### src/rtl/tm_multiclass_vote.sv
// tm_multiclass_vote -- multi-class clause vote and argmax stage.
// Captures one frame of positive/negative clause bits for NUM_CLASSES classes,
// sums one class per cycle, and returns per-class decisions plus the argmax
// class and its sum over a valid/ready handshake.
// Optional feature macro: TM_CLAMP_EN (saturate each class sum to +/-THRESH).
module tm_multiclass_vote #(
   parameter int NUM_CLASSES = 2,
   parameter int CL_PER_POL  = 2,
   parameter int THRESH      = 2,
   localparam int CLS_W      = (NUM_CLASSES > 1) ? $clog2(NUM_CLASSES) : 1,
   localparam int SUM_W      = $clog2(CL_PER_POL + 1) + 1,
   localparam int NB         = NUM_CLASSES * CL_PER_POL
) (
   input  logic                    clk,
   input  logic                    rst_n,
   input  logic                    in_valid,
   output logic                    in_ready,
   input  logic [NB-1:0]           pos_clause,
   input  logic [NB-1:0]           neg_clause,
   output logic                    out_valid,
   input  logic                    out_ready,
   output logic [CLS_W-1:0]        out_class,
   output logic signed [SUM_W-1:0] out_sum,
   output logic [NUM_CLASSES-1:0]  decision
);

   localparam int CNT_W = $clog2(CL_PER_POL + 1);

`ifdef TM_CLAMP_EN
   localparam bit CLAMP_EN = 1'b1;
`else
   localparam bit CLAMP_EN = 1'b0;
`endif

   localparam logic signed [SUM_W-1:0] THR_P    = SUM_W'(THRESH);
   localparam logic signed [SUM_W-1:0] THR_N    = -THR_P;
   // Below any reachable class sum, so the first class always wins the compare.
   localparam logic signed [SUM_W-1:0] MOST_NEG = {1'b1, {(SUM_W-1){1'b0}}};
   localparam logic [CLS_W-1:0]        LAST_CLS = CLS_W'(NUM_CLASSES - 1);

   typedef enum logic [1:0] {ST_IDLE, ST_SUM, ST_DONE} state_t;

   state_t                  state_q, state_d;
   logic [NB-1:0]           pos_q, pos_d;
   logic [NB-1:0]           neg_q, neg_d;
   logic [CLS_W-1:0]        ptr_q, ptr_d;
   logic [CLS_W-1:0]        best_cls_q, best_cls_d;
   logic signed [SUM_W-1:0] best_sum_q, best_sum_d;
   logic [NUM_CLASSES-1:0]  dec_q, dec_d;

   logic [CL_PER_POL-1:0]   pos_sel, neg_sel;
   logic signed [SUM_W-1:0] raw_s, class_s;

   function automatic logic [CNT_W-1:0] popcnt(input logic [CL_PER_POL-1:0] v);
      logic [CNT_W-1:0] n;
      n = '0;
      for (int i = 0; i < CL_PER_POL; i++) begin
         n = n + CNT_W'(v[i]);
      end
      return n;
   endfunction

   assign pos_sel = pos_q[ptr_q*CL_PER_POL +: CL_PER_POL];
   assign neg_sel = neg_q[ptr_q*CL_PER_POL +: CL_PER_POL];
   assign raw_s   = $signed({1'b0, popcnt(pos_sel)}) - $signed({1'b0, popcnt(neg_sel)});

   // Optional saturation of the current class sum to +/-THRESH.
   always_comb begin
      class_s = raw_s;
      if (CLAMP_EN) begin
         if (raw_s > THR_P) begin
            class_s = THR_P;
         end else if (raw_s < THR_N) begin
            class_s = THR_N;
         end
      end
   end

   // Next-state logic: frame capture, per-class accumulation, result hold.
   always_comb begin
      state_d    = state_q;
      pos_d      = pos_q;
      neg_d      = neg_q;
      ptr_d      = ptr_q;
      best_cls_d = best_cls_q;
      best_sum_d = best_sum_q;
      dec_d      = dec_q;
      case (state_q)
         ST_IDLE: begin
            if (in_valid) begin
               pos_d      = pos_clause;
               neg_d      = neg_clause;
               ptr_d      = '0;
               best_cls_d = '0;
               best_sum_d = MOST_NEG;
               dec_d      = '0;
               state_d    = ST_SUM;
            end
         end
         ST_SUM: begin
            dec_d[ptr_q] = ~class_s[SUM_W-1];
            // Strict compare: on a tie the lower class index is kept.
            if (class_s > best_sum_q) begin
               best_sum_d = class_s;
               best_cls_d = ptr_q;
            end
            if (ptr_q == LAST_CLS) begin
               state_d = ST_DONE;
            end else begin
               ptr_d = ptr_q + CLS_W'(1);
            end
         end
         ST_DONE: begin
            if (out_ready) begin
               state_d = ST_IDLE;
            end
         end
         default: state_d = ST_IDLE;
      endcase
   end

   // State and datapath registers; reset aborts any frame in flight.
   always_ff @(posedge clk or negedge rst_n) begin
      if (!rst_n) begin
         state_q    <= ST_IDLE;
         pos_q      <= '0;
         neg_q      <= '0;
         ptr_q      <= '0;
         best_cls_q <= '0;
         best_sum_q <= '0;
         dec_q      <= '0;
      end else begin
         state_q    <= state_d;
         pos_q      <= pos_d;
         neg_q      <= neg_d;
         ptr_q      <= ptr_d;
         best_cls_q <= best_cls_d;
         best_sum_q <= best_sum_d;
         dec_q      <= dec_d;
      end
   end

   assign in_ready  = (state_q == ST_IDLE);
   assign out_valid = (state_q == ST_DONE);
   assign out_class = best_cls_q;
   assign out_sum   = best_sum_q;
   assign decision  = dec_q;

endmodule

### config.mk
export PLATFORM = sky130hd
export DESIGN_NAME = tm_multiclass_vote
export DESIGN_NICKNAME = d
export VERILOG_FILES = /design/src/rtl/tm_multiclass_vote.sv
export SDC_FILE = /design/constraint.sdc
export NUM_CORES = 1
export LEC_CHECK = 0
export ABC_AREA = 1
export CORE_AREA = 2 2 45 47
export DETAILED_ROUTE_END_ITERATION = 7
export DIE_AREA = 0 0 47 49
export PLACE_DENSITY = 0.75
export SLEW_MARGIN = 20
export SYNTH_ARGS = -nofsm -noshare
export SYNTH_HDL_FRONTEND = slang
export SYNTH_SLANG_ARGS = --single-unit
### constraint.sdc
create_clock -name clk -period 6.1 [get_ports clk]
set_input_delay 0.915 -clock clk [delete_from_list [all_inputs] [get_ports clk]]
set_output_delay 0.915 -clock clk [all_outputs]
set_load 0.05 [all_outputs]
Yosys cells after proc, flatten, opt, wreduce, memory -nomap -nowiden --
Index checks and enable logic that the tools add are counted.
Operators by class: muxes and demuxes 17, equality and inequality tests 6, shifts and indexed selects 2, bitwise gates (word level) 1, $add $sub $neg 4, order comparisons 3, reduce and logical (&&, ||, !) cells 7
Operators with widths (number):
- $mux 2 | 4
- $shiftx 4x3->2 | 2
- $mux 3 | 2
- $ne 2x2->1 const B | 3
- $pmux 2 s3 | 1
- $pmux 3 s2 | 1
- $reduce_and 3->1 | 2
- $add 1x1->2 | 2
- $mux 1 | 4
- $pmux 1 s2 | 2
- $pmux 2 s2 | 1
- $reduce_and 2->1 | 2
- $gt 3x3->1 | 1
- $sub 2x2->3 | 1
- $bwmux 2 | 1
- $eq 2x1->1 const B | 1
- $eq 2x2->1 const B | 1
- $logic_not 2->1 | 1
- $lt 1x2->1 const B | 1
- $ne 2x1->1 const B | 1
- $reduce_bool 2->1 | 1
- $add 1x1->1 const B | 1
- $demux 1 s1 | 1
- $ge 1x1->1 const B | 1
- other kinds (2) | 2
Storage, ports and cells: register bits 17, logic and storage cells 47

Depth between registers and ports, before layout --
depth in word-level cells 6, depth in mapped cells 18

Worst setup path before layout --
No wires, ideal clock.
path type register -> register, start point register ptr_q, end point register best_sum_q[2] (netlist: out_sum[2]), path slack 3.635 ns, required time 5.982 ns, buffers on the path 1, cell stages (with the launch flop) 17, arrival 2.347 ns, path through dfrtp_1 > buf_2 > mux2i_1 > fa_1 > ha_1 > inv_1 > ha_1 > inv_1 > ha_1 > nand2_1 > nand2_1 > nand2_1 > nand2_1 > nand2_2 > nand2_2 > nand2_1 > nand2_1
Between the ends: word-level cells in the longest chain between the ends 6
Ends and longest elaborated chain:
- from (decl) | RTL line 46 | logic [CLS_W-1:0] ptr_q, ptr_d;
- from (signal assigned) | RTL line 136 | ptr_q <= ptr_d;
- $shiftx 4x3->2 (on tied branches) | RTL line 63, 64
- $add 1x1->2 | RTL line 58 | n = n + CNT_W'(v[i]);
- $sub 2x2->3 * | RTL line 65 | assign raw_s = $signed({1'b0, popcnt(pos_sel)}) - $signed({1'b0, popcnt(neg_sel)});
- $gt 3x3->1 | RTL line 103 | if (class_s > best_sum_q) begin
- $ne 2x2->1 (no source line)
- $reduce_and 3->1 (no source line)
- to (signal assigned) | RTL line 138 | best_sum_q <= best_sum_d;
- to (decl) | RTL line 48 | logic signed [SUM_W-1:0] best_sum_q, best_sum_d;
Every way passes the cells marked *; elsewhere a longest branch is shown, timed or not. The select of a mux whose other input is x is not followed. A chain may end at the register's enable or synchronous reset.

Final worst setup path --
start point register state_q[0], end point output port in_ready
Between the ends: word-level cells in the longest chain between the ends 1
Ends and longest elaborated chain:
- from (decl) | RTL line 43 | state_t state_q, state_d;
- from (signal assigned) | RTL line 133 | state_q <= state_d;
- $logic_not 2->1 | RTL line 143 | assign in_ready = (state_q == ST_IDLE);
- to (decl) | RTL line 17 | output logic in_ready,
No other way between the ends.

==> metrics.txt <==
# TYPE chip_impl_metric gauge
chip_impl_metric{name="grt_overflow_total",unit=""} 0
chip_impl_metric{name="number_of_detailed_route_iterations_in_the_first_pass",unit=""} 4
chip_impl_metric{name="setup_viol_count_final",unit=""} 0
chip_impl_info{name="cts_tree",value="done"} 1
chip_impl_metric{name="cts.repair_timing.setup_buffer_count",unit=""} 0
chip_impl_metric{name="finalNonFillerCells",unit=""} 155
chip_impl_metric{name="synth_register_bits",unit=""} 17
chip_impl_metric{name="critical_path_required",unit="ns"} 5.18
chip_impl_metric{name="post_cts_resized",unit=""} 0
chip_impl_info{name="synth_area_leaders",value="dfrtp_1 48%, nand2_1 20%, ha_1 7.1%, inv_1 5.1%, nand3_1 3.4%"} 1
chip_impl_metric{name="maxClockFrequency",unit="MHz"} 377
chip_impl_metric{name="first_global_vias",unit=""} 653
chip_impl_metric{name="cts_sinks",unit=""} 17
chip_impl_metric{name="drt_iter0_markers",unit=""} 10
chip_impl_metric{name="start_util",unit="%"} 48.0
chip_impl_info{name="synth_largest_area_cell",value="dfrtp_1"} 1
chip_impl_info{name="most_common_flop_cell_mapped_by_yosys",value="dfrtp_1"} 1
chip_impl_metric{name="asyncSetResetFlopFracSynth",unit="%"} 100
chip_impl_metric{name="fill_cells",unit=""} 187
chip_impl_info{name="setup.worst_path.start_class",value="register"} 1
chip_impl_metric{name="ratio_of_routed_vias_to_standard_cells",unit=""} 4.65
chip_impl_metric{name="die_w",unit="um"} 47
chip_impl_metric{name="holdPathStages",unit=""} 2
chip_impl_metric{name="final-hold-violation-count",unit=""} 0
chip_impl_metric{name="multi_input_area",unit="sq um"} 394
chip_impl_metric{name="final_worst_path_period_share",unit="%"} 43.5
chip_impl_metric{name="worst-r2r-setup-slack",unit="ns"} 3.50
chip_impl_metric{name="drt-wirelength-per-cell",unit="um"} 10.7
chip_impl_metric{name="cp.arrival",unit="ns"} 1.74
chip_impl_metric{name="fin_setup_tns",unit="ns"} 0
chip_impl_metric{name="grt_max_degree",unit=""} 18
chip_impl_metric{name="critical_path_buf_inv_count",unit=""} 1
chip_impl_metric{name="globalRouteTotalUtil",unit="%"} 16.4
chip_impl_metric{name="worst_slew_margin_rel",unit="%"} 50.0
chip_impl_info{name="critical_path_slowest_stage_cell",value="clkdlybuf4s50_1"} 1
chip_impl_metric{name="fp.coreArea",unit="sq mm"} 0.00184
chip_impl_metric{name="cts_hold_repair.buffers",unit=""} 0
chip_impl_metric{name="reg2regPathDepth",unit=""} 17
chip_impl_metric{name="yosys_warnings",unit=""} 0
chip_impl_metric{name="grt_antenna_before_repair",unit=""} 0
chip_impl_metric{name="syn2layout_area_growth",unit="%"} 26.6
chip_impl_metric{name="post-synth-top-area-fraction",unit="%"} 48.1
chip_impl_info{name="outcome",value="completed"} 1
chip_impl_metric{name="mappedNetlistNets",unit=""} 125
chip_impl_info{name="rsz0062_at_grt",value="false"} 1
chip_impl_metric{name="cts_max_path_buffers",unit=""} 2
chip_impl_metric{name="post-route-min-period",unit="ns"} 2.66
chip_impl_info{name="timing.critical_path.max_delay_family",value="buffers and inverters"} 1
chip_impl_metric{name="hpwl",unit="mm"} 1.26
chip_impl_metric{name="numPortBuffers",unit=""} 19
chip_impl_metric{name="post_synth_inst_count",unit=""} 107
chip_impl_metric{name="die_area",unit="sq mm"} 0.00230
chip_impl_metric{name="delay_contributed_by_the_slowest_stage_of_the_critical_path",unit="ns"} 0.83
chip_impl_metric{name="timing.critical_path.fanout_max",unit=""} 4
chip_impl_info{name="clock_tree.root_cell",value="clkbuf_4"} 1
chip_impl_metric{name="fraction_of_the_yosys_area_taken_by_sequential_cells",unit="%"} 48.1
chip_impl_metric{name="num_io_pins",unit=""} 20
chip_impl_metric{name="die_height",unit="um"} 49
chip_impl_metric{name="row_count",unit=""} 16
chip_impl_info{name="hold_class",value="register to register"} 1
chip_impl_info{name="crit_type",value="register to output port"} 1
chip_impl_metric{name="h-tree-depth",unit=""} 1
chip_impl_metric{name="timing.critical_path.depth",unit=""} 2
chip_impl_metric{name="dp_cell_count",unit=""} 151
chip_impl_metric{name="post_route_cells_drive_above_1_share",unit="%"} 9.38
chip_impl_metric{name="gp_routability_congestion",unit=""} 0.837
chip_impl_metric{name="final_clock_skew",unit="ns"} 0.0112
chip_impl_metric{name="tightest_slew",unit="ns"} 0.747
chip_impl_info{name="synth_top_cells_by_count",value="46 x nand2_1, 17 x dfrtp_1, 12 x inv_1"} 1
chip_impl_metric{name="cts.reportedPaths.clkPinSlew",unit="ns"} 0.10
chip_impl_metric{name="maxCapViolCount",unit=""} 0
chip_impl_metric{name="final_net_count",unit=""} 147
chip_impl_metric{name="synth_enable_flop_cells",unit=""} 0
chip_impl_metric{name="synth.distinct_cells",unit=""} 18
chip_impl_metric{name="worstSkewPairLatency",unit="ns"} 0.29
chip_impl_metric{name="routed_wirelength",unit="mm"} 1.66
chip_impl_metric{name="number_of_max_slew_violations_in_the_final_report",unit=""} 0
chip_impl_metric{name="register_area",unit="sq um"} 425
chip_impl_metric{name="synth_area",unit="sq um"} 885
chip_impl_metric{name="cts-buffers-inserted",unit=""} 3
chip_impl_metric{name="num_vias",unit=""} 720
chip_impl_info{name="yosysMostFrequentCell",value="nand2_1"} 1
chip_impl_metric{name="synth.avg_cell_area",unit="sq um"} 8.27
chip_impl_metric{name="route.detailed.drc",unit=""} 0
chip_impl_metric{name="diodes",unit=""} 0
chip_impl_metric{name="grt_first_pass_wirelength",unit="mm"} 2.66
chip_impl_info{name="crit_path_cell_trace",value="nor2_2 > clkdlybuf4s50_1"} 1
chip_impl_metric{name="drt.antenna.violating_nets",unit=""} 0
chip_impl_info{name="worstSetupEndpointType",value="output port"} 1
[final cells by class]
class	count	area share [%]
multi-input combinational	75	35.2
tap	27	3.02
sequential	17	38.0
clock inverter	1	0.447
clock buffer	3	2.01
timing repair buffer	19	17.0
inverter	13	4.36
[flip-flops by register name, indices dropped and copies added, names as in the netlist]
register   cells
state_q        2
out_sum        3
neg_q          4
out_class      1
pos_q          4
ptr_q          1
decision       2
[worst reg2reg max path, stage by stage (launching register included)]
cell     delay (ns)
dfrtp_1        0.47
inv_1          0.12
nand2_1        0.07
nand2_1        0.07
fa_1           0.48
ha_1           0.14
inv_1          0.04
ha_1           0.28
inv_1          0.04
ha_1           0.28
nand2_1        0.07
nand2_1        0.04
nand2_1        0.05
nand2_1        0.05
nand2_2        0.09
nand2_2        0.08
nand2_1        0.07
nand2_1        0.04
[cell families (layout without fill, tap and decap cells)]
family	after synthesis	count (layout)	share of synthesized area [%]
muxes	2	2	2.26
DFF	17	17	48.1
AOI/OAI and AO/OA	5	5	3.54
buffers and inverters	15	36	7.35
adders and majority gates	6	6	9.34
and+or+nand+nor	62	62	29.4
[path summary, 6_finish.rpt]
path | start | to
max in group asynchronous | rst_n | neg_q[2]$_DFFE_PN0P_
worst max register to register | ptr_q$_DFFE_PN0P_ | out_sum[1]$_DFFE_PN0P_
worst min register to register | neg_q[1]$_DFFE_PN0P_ | neg_q[1]$_DFFE_PN0P_
worst max-delay path | state_q[0]$_DFFE_PN0P_ | in_ready
min in group asynchronous | rst_n | decision[1]$_DFFE_PN0P_
worst min-delay path | neg_q[1]$_DFFE_PN0P_ | neg_q[1]$_DFFE_PN0P_
[layout by cell type, fill, tap and decap left out]
cell type / synthesis / final
a21oi_2: 1 / 1
clkbuf_4: 0 / 3
clkdlybuf4s50_1: 0 / 19
clkinv_2: 0 / 1
dfrtp_1: 17 / 17
fa_1: 1 / 1
ha_1: 5 / 5
inv_1: 12 / 12
inv_2: 1 / 1
mux2i_1: 2 / 2
nand2_1: 46 / 46
nand2_2: 3 / 3
nand2_4: 1 / 1
nand3_1: 6 / 6
nor2_1: 4 / 4
nor2_2: 1 / 1
o21ai_0: 3 / 3
o31ai_1: 1 / 1
or2_2: 1 / 1
[metal layers]
layer	vias to the layer above	global-route usage [%]	part of all wire, %
met5	-	0	0
met3	4	3.33	5.5
li1	369	-	-
met4	0	6.94	1.4
met1	325	19.2	43
met2	22	27.6	50
[through the flow]
step                      instance area, sq um  hold WS, ns  utilization (%)  setup slack, ns
final                                     1120        0.487             60.8             3.44
after CTS                                 1120        0.492             60.8             3.43
after global placement                    1090        0.464             59.3             3.58
after detailed placement                  1090        0.464             59.3             3.54
after floorplan                            885        0.448                -             3.63
after global routing                      1120        0.520             60.8             3.31
Power is not shown: default switching activity piles up to over one toggle a cycle in this logic, so the estimate is an artifact.
